**src/rtl/char_mover.sv**
```systemverilog
// Grid-position engine for one game character: periodic one-cell step attempts,
// an edge check, a wall query to the maze map, then commit or reject.
module char_mover #(
  parameter int GRID_W      = 16,
  parameter int GRID_H      = 12,
  parameter int X_BITS      = 4,
  parameter int Y_BITS      = 4,
  parameter int STEP_CYCLES = 4,
  parameter int START_X     = 0,
  parameter int START_Y     = 0
) (
  input  logic              clk,
  input  logic              rst_n,
  input  logic [1:0]        charDir,
  input  logic              go,
  input  logic              respawn,
  output logic              q_valid,
  output logic [X_BITS-1:0] q_x,
  output logic [Y_BITS-1:0] q_y,
  input  logic              q_ack,
  input  logic              q_wall,
  output logic [X_BITS-1:0] pos_x,
  output logic [Y_BITS-1:0] pos_y,
  output logic              moved,
  output logic              bumped,
  output logic              busy
);

  localparam int CNT_W = (STEP_CYCLES > 2) ? $clog2(STEP_CYCLES) : 1;

  typedef enum logic {S_IDLE, S_QUERY} state_t;

  state_t             r_state;
  logic [CNT_W-1:0]   r_cnt;
  logic [X_BITS-1:0]  r_pos_x;
  logic [Y_BITS-1:0]  r_pos_y;
  logic [X_BITS-1:0]  r_q_x;
  logic [Y_BITS-1:0]  r_q_y;
  logic               r_q_valid;
  logic               r_moved;
  logic               r_bumped;

  logic [X_BITS-1:0]  w_tgt_x;
  logic [Y_BITS-1:0]  w_tgt_y;
  logic               w_off_grid;
  logic               w_settle;

  always_comb begin
    w_tgt_x    = r_pos_x;
    w_tgt_y    = r_pos_y;
    w_off_grid = 1'b0;
    unique case (charDir)
      2'b00: begin
        w_off_grid = (r_pos_y == '0);
        w_tgt_y    = r_pos_y - 1'b1;
      end
      2'b01: begin
        w_off_grid = (r_pos_y == Y_BITS'(GRID_H - 1));
        w_tgt_y    = r_pos_y + 1'b1;
      end
      2'b10: begin
        w_off_grid = (r_pos_x == '0);
        w_tgt_x    = r_pos_x - 1'b1;
      end
      2'b11: begin
        w_off_grid = (r_pos_x == X_BITS'(GRID_W - 1));
        w_tgt_x    = r_pos_x + 1'b1;
      end
    endcase
  end

  // The cycle carrying a moved/bumped pulse is a settle cycle: the step
  // counter holds at 0 there, giving a STEP_CYCLES+2 minimum step period.
  assign w_settle = r_moved | r_bumped;

  always_ff @(posedge clk or negedge rst_n) begin
    if (!rst_n) begin
      r_state   <= S_IDLE;
      r_cnt     <= '0;
      r_pos_x   <= X_BITS'(START_X);
      r_pos_y   <= Y_BITS'(START_Y);
      r_q_x     <= '0;
      r_q_y     <= '0;
      r_q_valid <= 1'b0;
      r_moved   <= 1'b0;
      r_bumped  <= 1'b0;
    end else begin
      r_moved  <= 1'b0;
      r_bumped <= 1'b0;
      if (respawn) begin
        r_state   <= S_IDLE;
        r_cnt     <= '0;
        r_pos_x   <= X_BITS'(START_X);
        r_pos_y   <= Y_BITS'(START_Y);
        r_q_valid <= 1'b0;
      end else begin
        unique case (r_state)
          S_IDLE: begin
            if (!go || w_settle) begin
              r_cnt <= '0;
            end else if (r_cnt == CNT_W'(STEP_CYCLES - 1)) begin
              r_cnt <= '0;
              if (w_off_grid) begin
                r_bumped <= 1'b1;
              end else begin
                r_q_x     <= w_tgt_x;
                r_q_y     <= w_tgt_y;
                r_q_valid <= 1'b1;
                r_state   <= S_QUERY;
              end
            end else begin
              r_cnt <= r_cnt + 1'b1;
            end
          end
          S_QUERY: begin
            if (q_ack) begin
              r_q_valid <= 1'b0;
              r_state   <= S_IDLE;
              if (q_wall) begin
                r_bumped <= 1'b1;
              end else begin
                r_pos_x <= r_q_x;
                r_pos_y <= r_q_y;
                r_moved <= 1'b1;
              end
            end
          end
        endcase
      end
    end
  end

  assign q_valid = r_q_valid;
  assign q_x     = r_q_x;
  assign q_y     = r_q_y;
  assign pos_x   = r_pos_x;
  assign pos_y   = r_pos_y;
  assign moved   = r_moved;
  assign bumped  = r_bumped;
  assign busy    = (r_state == S_QUERY);

endmodule

```
**config.mk**
```make
export PLATFORM = sky130hd
export DESIGN_NAME = char_mover
export DESIGN_NICKNAME = d
export VERILOG_FILES = /design/src/rtl/char_mover.sv
export SDC_FILE = /design/constraint.sdc
export NUM_CORES = 1
export LEC_CHECK = 0
export CAP_MARGIN = 30
export CORE_MARGIN = 3
export CORE_UTILIZATION = 45
export DETAILED_ROUTE_END_ITERATION = 16
export HOLD_SLACK_MARGIN = 0.02
export MAX_ROUTING_LAYER = met4
export PLACE_DENSITY = 0.8
export SKIP_LAST_GASP = 1
export SYNTH_ARGS = -nofsm -noshare
export SYNTH_HDL_FRONTEND = slang
export SYNTH_SLANG_ARGS = --single-unit
```
**constraint.sdc**
```tcl
create_clock -name clk -period 1.86 [get_ports clk]
set_clock_uncertainty 0.15 [all_clocks]
set_input_delay 0.186 -clock clk [delete_from_list [all_inputs] [get_ports clk]]
set_output_delay 0.186 -clock clk [all_outputs]
set_load 0.02 [all_outputs]
```
# Word level (Yosys, flattened, before mapping)
# Index checks and enable logic that the tools add are counted.
# Widths: inputs -> output; s select.
[classes] add_sub_neg=5 mul=0 div=0 order_cmp=0 eq_ne=12 n_shift=0 mux=38 n_bitwise=5 n_reduce_logical=10
[ops] cell="$mux 4" n=8
[ops] cell="$mux 1" n=20
[ops] cell="$pmux 4 s2" n=2
[ops] cell="$ne 3x3->1 const B" n=4
[ops] cell="$add 4x1->4 const B" n=2
[ops] cell="$eq 4x4->1 const B" n=2
[ops] cell="$logic_not 4->1" n=2
[ops] cell="$mux 2" n=4
[ops] cell="$sub 4x1->4 const B" n=2
[ops] cell="$eq 2x2->1 const B" n=3
[ops] cell="$pmux 1 s2" n=3
[ops] cell="$reduce_and 5->1" n=1
[ops] cell="$ne 2x2->1 const B" n=2
[ops] cell="$not 1->1" n=4
[ops] cell="$pmux 1 s4" n=1
[ops] cell="$reduce_and 4->1" n=1
[ops] cell="$reduce_bool 2->1" n=2
[ops] cell="$reduce_and 3->1" n=1
[ops] cell="$add 2x1->2 const B" n=1
[ops] cell="$eq 2x1->1 const B" n=1
[ops] cell="$logic_not 2->1" n=1
[ops] cell="$logic_not 1->1" n=1
[ops] cell="$logic_or 1x1->1" n=1
[ops] cell="$or 1x1->1" n=1
[totals] reg_bits=22 latch_bits=0 ram_bits=0 romBits=0 inputBits=8 elab_cells=79 mem_count=0

# Logic depth before layout (Yosys ltp)
[depth] ltp_word=7 ltp_mapped=8

# Least setup slack after synthesis
# OpenSTA, ideal clock, no wires.
[synth_timing] path_kind="flip-flop to flip-flop" startpoint="register r_pos_x[0] (netlist: pos_x[0])" endpoint="register r_q_x[0] (netlist: q_x[0])" arrival_ps=1786 slack_ps=-201 path_stages_with_launch=6 synth_period_minus_slack_ps=2061 path_cell_list="dfrtp_1 or4_4 o22ai_2 o32ai_4 nand2_8 mux2_4"
[synth_via] elab_chain_cells=4 word_cells_on_any_way=8
[synth_lines] item="start: declaration" line_no="35" text="logic [X_BITS-1:0] r_pos_x;"
[synth_lines] item="start signal: assignment" line_no="80" text="r_pos_x <= X_BITS'(START_X);"
[synth_lines] item="start signal: assignment" line_no="93" text="r_pos_x <= X_BITS'(START_X);"
[synth_lines] item="start signal: assignment" line_no="122" text="r_pos_x <= r_q_x;"
[synth_lines] item="$eq 4x4->1 or $logic_not 4->1 (tied branches)" line_no="66, 62"
[synth_lines] item="$pmux 1 s4" line_no="52" text="unique case (charDir)"
[synth_lines] item="$not 1->1 (no source line)"
[synth_lines] item="$reduce_and 5->1 (no source line)"
[synth_lines] item="end signal: assignment" line_no="106" text="r_q_x <= w_tgt_x;"
[synth_lines] item="end: declaration" line_no="37" text="logic [X_BITS-1:0] r_q_x;"
# Parallel ways exist; a longest one is shown, timed or not.
# A chain may end at the register's enable or synchronous reset.

# Worst setup path after layout
# Same ends and word-level chain as after synthesis.

==> qor.csv <==
stage,metric,value,unit
layout,layout-drive-gt1-share,0.3000,
clock_tree,clock_latency,0.31,ns
synth,syn_area,0.001264,mm2
synth,synth_top_area_frac,0.4356,
routing,antenna_left,0,
synth,yosys.area_share.simple,0.1950,
routing,via_per_inst,5.525,
place,dpl.hpwl,2311,um
synth,netlist.top_cell.by_area,dfrtp_1,
synth,synth-edff-count,0,
layout,nets,186,
pwr,powerDensity,552.0,mW/mm2
place,dp_cells,195,
layout,stdcell_count,200,
synth,synth_flop_cell,dfrtp_1,
sta,min_period_over_period,1.047,
place,portBuffers,27,
worst_setup_path,crit_fanout,6,
synth,synth_seq_cells,22,
outcome,outcome,finished with violations,
synth,syn_inst,120,
routing,drtIter0Drc,23,
sta,timing.final.ws_setup,-0.08812,ns
pwr,intPower,774.1,uW
routing,num_vias,1105,
place,gp_congestion,0.8238,
layout,area_growth,44.85,%
synth,synth_nets,135,
synth,syn_avg_cell_area,10.53,um2
sta,setup_viol,11,
synth,ys.warnings.count,0,
floorplanning,ios,28,
synth,synth_cell_types,36,
sta,rsz0062_at_grt,yes,
pwr,peakVddDrop,0.0004897,V
pwr,p_comb_frac,0.138,
floorplanning,die_x,58.99,um
worst_setup_path,crit_path_end_kind,flop,
sta,timing.fmax,513.3,MHz
pwr,p_leak,0.8746,nW
global_route,grt_pass1_wl,5526,um
synth,yosysMostFrequentCell,dfrtp_1,
synth,synth-xor-area-share,0.04158,
floorplanning,die_area,0.003480,mm2
outcome,violations,setup timing,
sta,finalMaxSlewViolations,0,
clock_tree,clock_tree.buffer_depth,2,
synth,synth_top_family_by_area,simple AND/OR/NAND/NOR gates,
clock_tree,clkTransAtPathRegs,0.13,ns
synth,async_flop_share,1.000,
clock_tree,cts-root-buf,clkbuf_4,
synth,synth_common_cells,"22 x dfrtp_1, 21 x nand2_1, 15 x a21oi_1",
clock_tree,cts_tree,yes,
routing,avgRoutedWirePerCell,16.26,um
synth,synth.mux.area_fraction,0.08317,
clock_tree,h-tree-depth,1,
layout,num_antenna_cells,0,
routing,drc,0,
floorplanning,num_rows,18,
pwr,p_switching,236.4,uW
synth,synth.area.top_cells,"dfrtp_1 44%, nand2_1 6.2%, a21oi_1 5.9%, mux2_4 5.9%, ha_1 5.0%",
global_route,grt_max_degree,23,
global_route,grt.overflow.total,0,
floorplanning,core,0.002567,mm2
worst_setup_path,cp.arrival,2.02,ns
pwr,p_seq_frac,0.491,
routing,detail_route.wirelength,3251,um
clock_tree,hold_buffers,0,
floorplanning,die_h,58.99,um
worst_setup_path,worstPathRequired,1.93,ns
sta,maxSlewHeadroom,0.7358,
sta,report.final.hold_viol_count,0,
layout,final_core_util,0.7130,
floorplanning,initial_core_util,0.4922,
routing,firstDrtPassIters,4,
worst_hold_path,hold_class,in2async,
worst_setup_path,path_class,reg2reg,
global_route,antenna_found_initial,0,
sta,tightest_slew,0.3963,ns
sta,worst_hold_slack,0.06246,ns
flow_run,maxCapViolCount,0,
synth,synth-seq-area-share,0.4356,
pwr,switching_share,0.2339,
synth,yosys.area_share.adder,0.08119,
global_route,grt.total_usage,0.2159,
sta,min_period,1.948,ns
sta,fin_setup_tns,-0.7220,ns
clock_tree,cts.sinks,22,
pwr,p_clk_frac,0.371,
worst_setup_path,start_kind,flop,
synth,synth-compound-area-share,0.1505,
global_route,grt_pass1_vias,1255,
clock_tree,cts_made_buffers,3,
-- cells by family (layout without fill, tap and decap cells) --
kind of cell | Yosys count | count (layout)
adder cells (fa/ha/maj) | 7 | 7
buffers and inverters | 4 | 54
AND/OR/NAND/NOR | 45 | 45
XOR/XNOR | 6 | 6
AO/OA/AOI/OAI | 28 | 28
flip-flops | 22 | 22
multiplexers | 8 | 8
-- power by group through the flow --
stage | Sequential [mW] | Clock, mW | Combinational [mW]
finish | 0.496 | 0.375 | 0.140
global route | 0.498 | 0.399 | 0.151
CTS | 0.496 | 0.379 | 0.139
detailed placement | 0.505 | 0 | 0.135
global placement | 0.504 | 0 | 0.130
floorplan | 0.512 | 0 | 0.0528
-- path summary, 6_finish.rpt --
path	start	end	slack, ns	cells past startpoint
max	pos_x[0]	q_x[0]	-0.09	5
min	rst_n	q_x[3]	0.06	2
max reg2reg	pos_x[0]	q_x[0]	-0.09	5
min reg2reg	q_x[2]	pos_x[2]	0.41	2
max in group asynchronous	rst_n	pos_y[0]	1.26	2
min in group clk	q_x[2]	pos_x[2]	0.41	2
-- critical path: stages (launching register included) --
cell	delay (ns)
dfrtp_2	0.44
or4_4	0.53
o22ai_4	0.13
o32ai_4	0.15
nand2_8	0.15
mux2_4	0.30
-- registers in the layout, indices dropped and copies added, names as in the netlist --
signal   flops
bumped       1
busy         1
moved        1
pos_x        4
pos_y        4
q_valid      1
q_x          4
q_y          4
r_cnt        2
-- routing by layer --
layer | track usage | part of all wire | vias up
met1 | 0.2587 | 0.41 | 538
li1 | - | - | 525
met3 | 0.03704 | 0.051 | 9
met5 | - | 0 | -
met4 | 0.08414 | 0.021 | 0
met2 | 0.3612 | 0.52 | 33
-- through the flow --
stage                     total power [mW]  setup slack (ns)  instance area, um2
final                                1.010          -0.08812                1831
after global routing                 1.049           -0.1371                1831
after global placement              0.6339           -0.4131                1724
after floorplan                     0.5646           -0.1504                1269
after CTS                            1.014          -0.09261                1805
after detailed placement            0.6394           -0.4955                1724
-- repair_timing --
item	4_1_cts	5_1_grt
setup buffers	1	0
resized for setup	7	6
setup endpoints to repair	11	14
pin swaps	4	1
cloned	0	0
-- layout by cell type, fill, tap and decap left out, types with 2 or more instances in the layout --
| cell type | instances |
|---|---|
| fa_1 | 2 |
| dfrtp_2 | 4 |
| dfrtp_1 | 18 |
| buf_4 | 23 |
| o21ai_0 | 2 |
| xor2_1 | 2 |
| nand2_1 | 21 |
| clkbuf_4 | 3 |
| mux2_4 | 5 |
| dlymetal6s2s_1 | 3 |
| a21oi_2 | 3 |
| nand4_1 | 2 |
| a22oi_1 | 2 |
| mux2i_1 | 3 |
| clkdlybuf4s50_1 | 22 |
| a31oi_1 | 2 |
| a21oi_1 | 12 |
| dlygate4sd2_1 | 2 |
| xnor2_1 | 4 |
| ha_1 | 5 |
| nor2_1 | 8 |
-- layout make-up --
type | count | area, um2
fillers | 190 | 737.0
well taps | 30 | 37.54
clock inverters | 1 | 30.03
multi-input cells | 94 | 737.0
repair buffers | 50 | 447.9
clock buffers | 3 | 22.52
flip-flops and latches | 22 | 555.5
(Power assumes the default switching activity.)
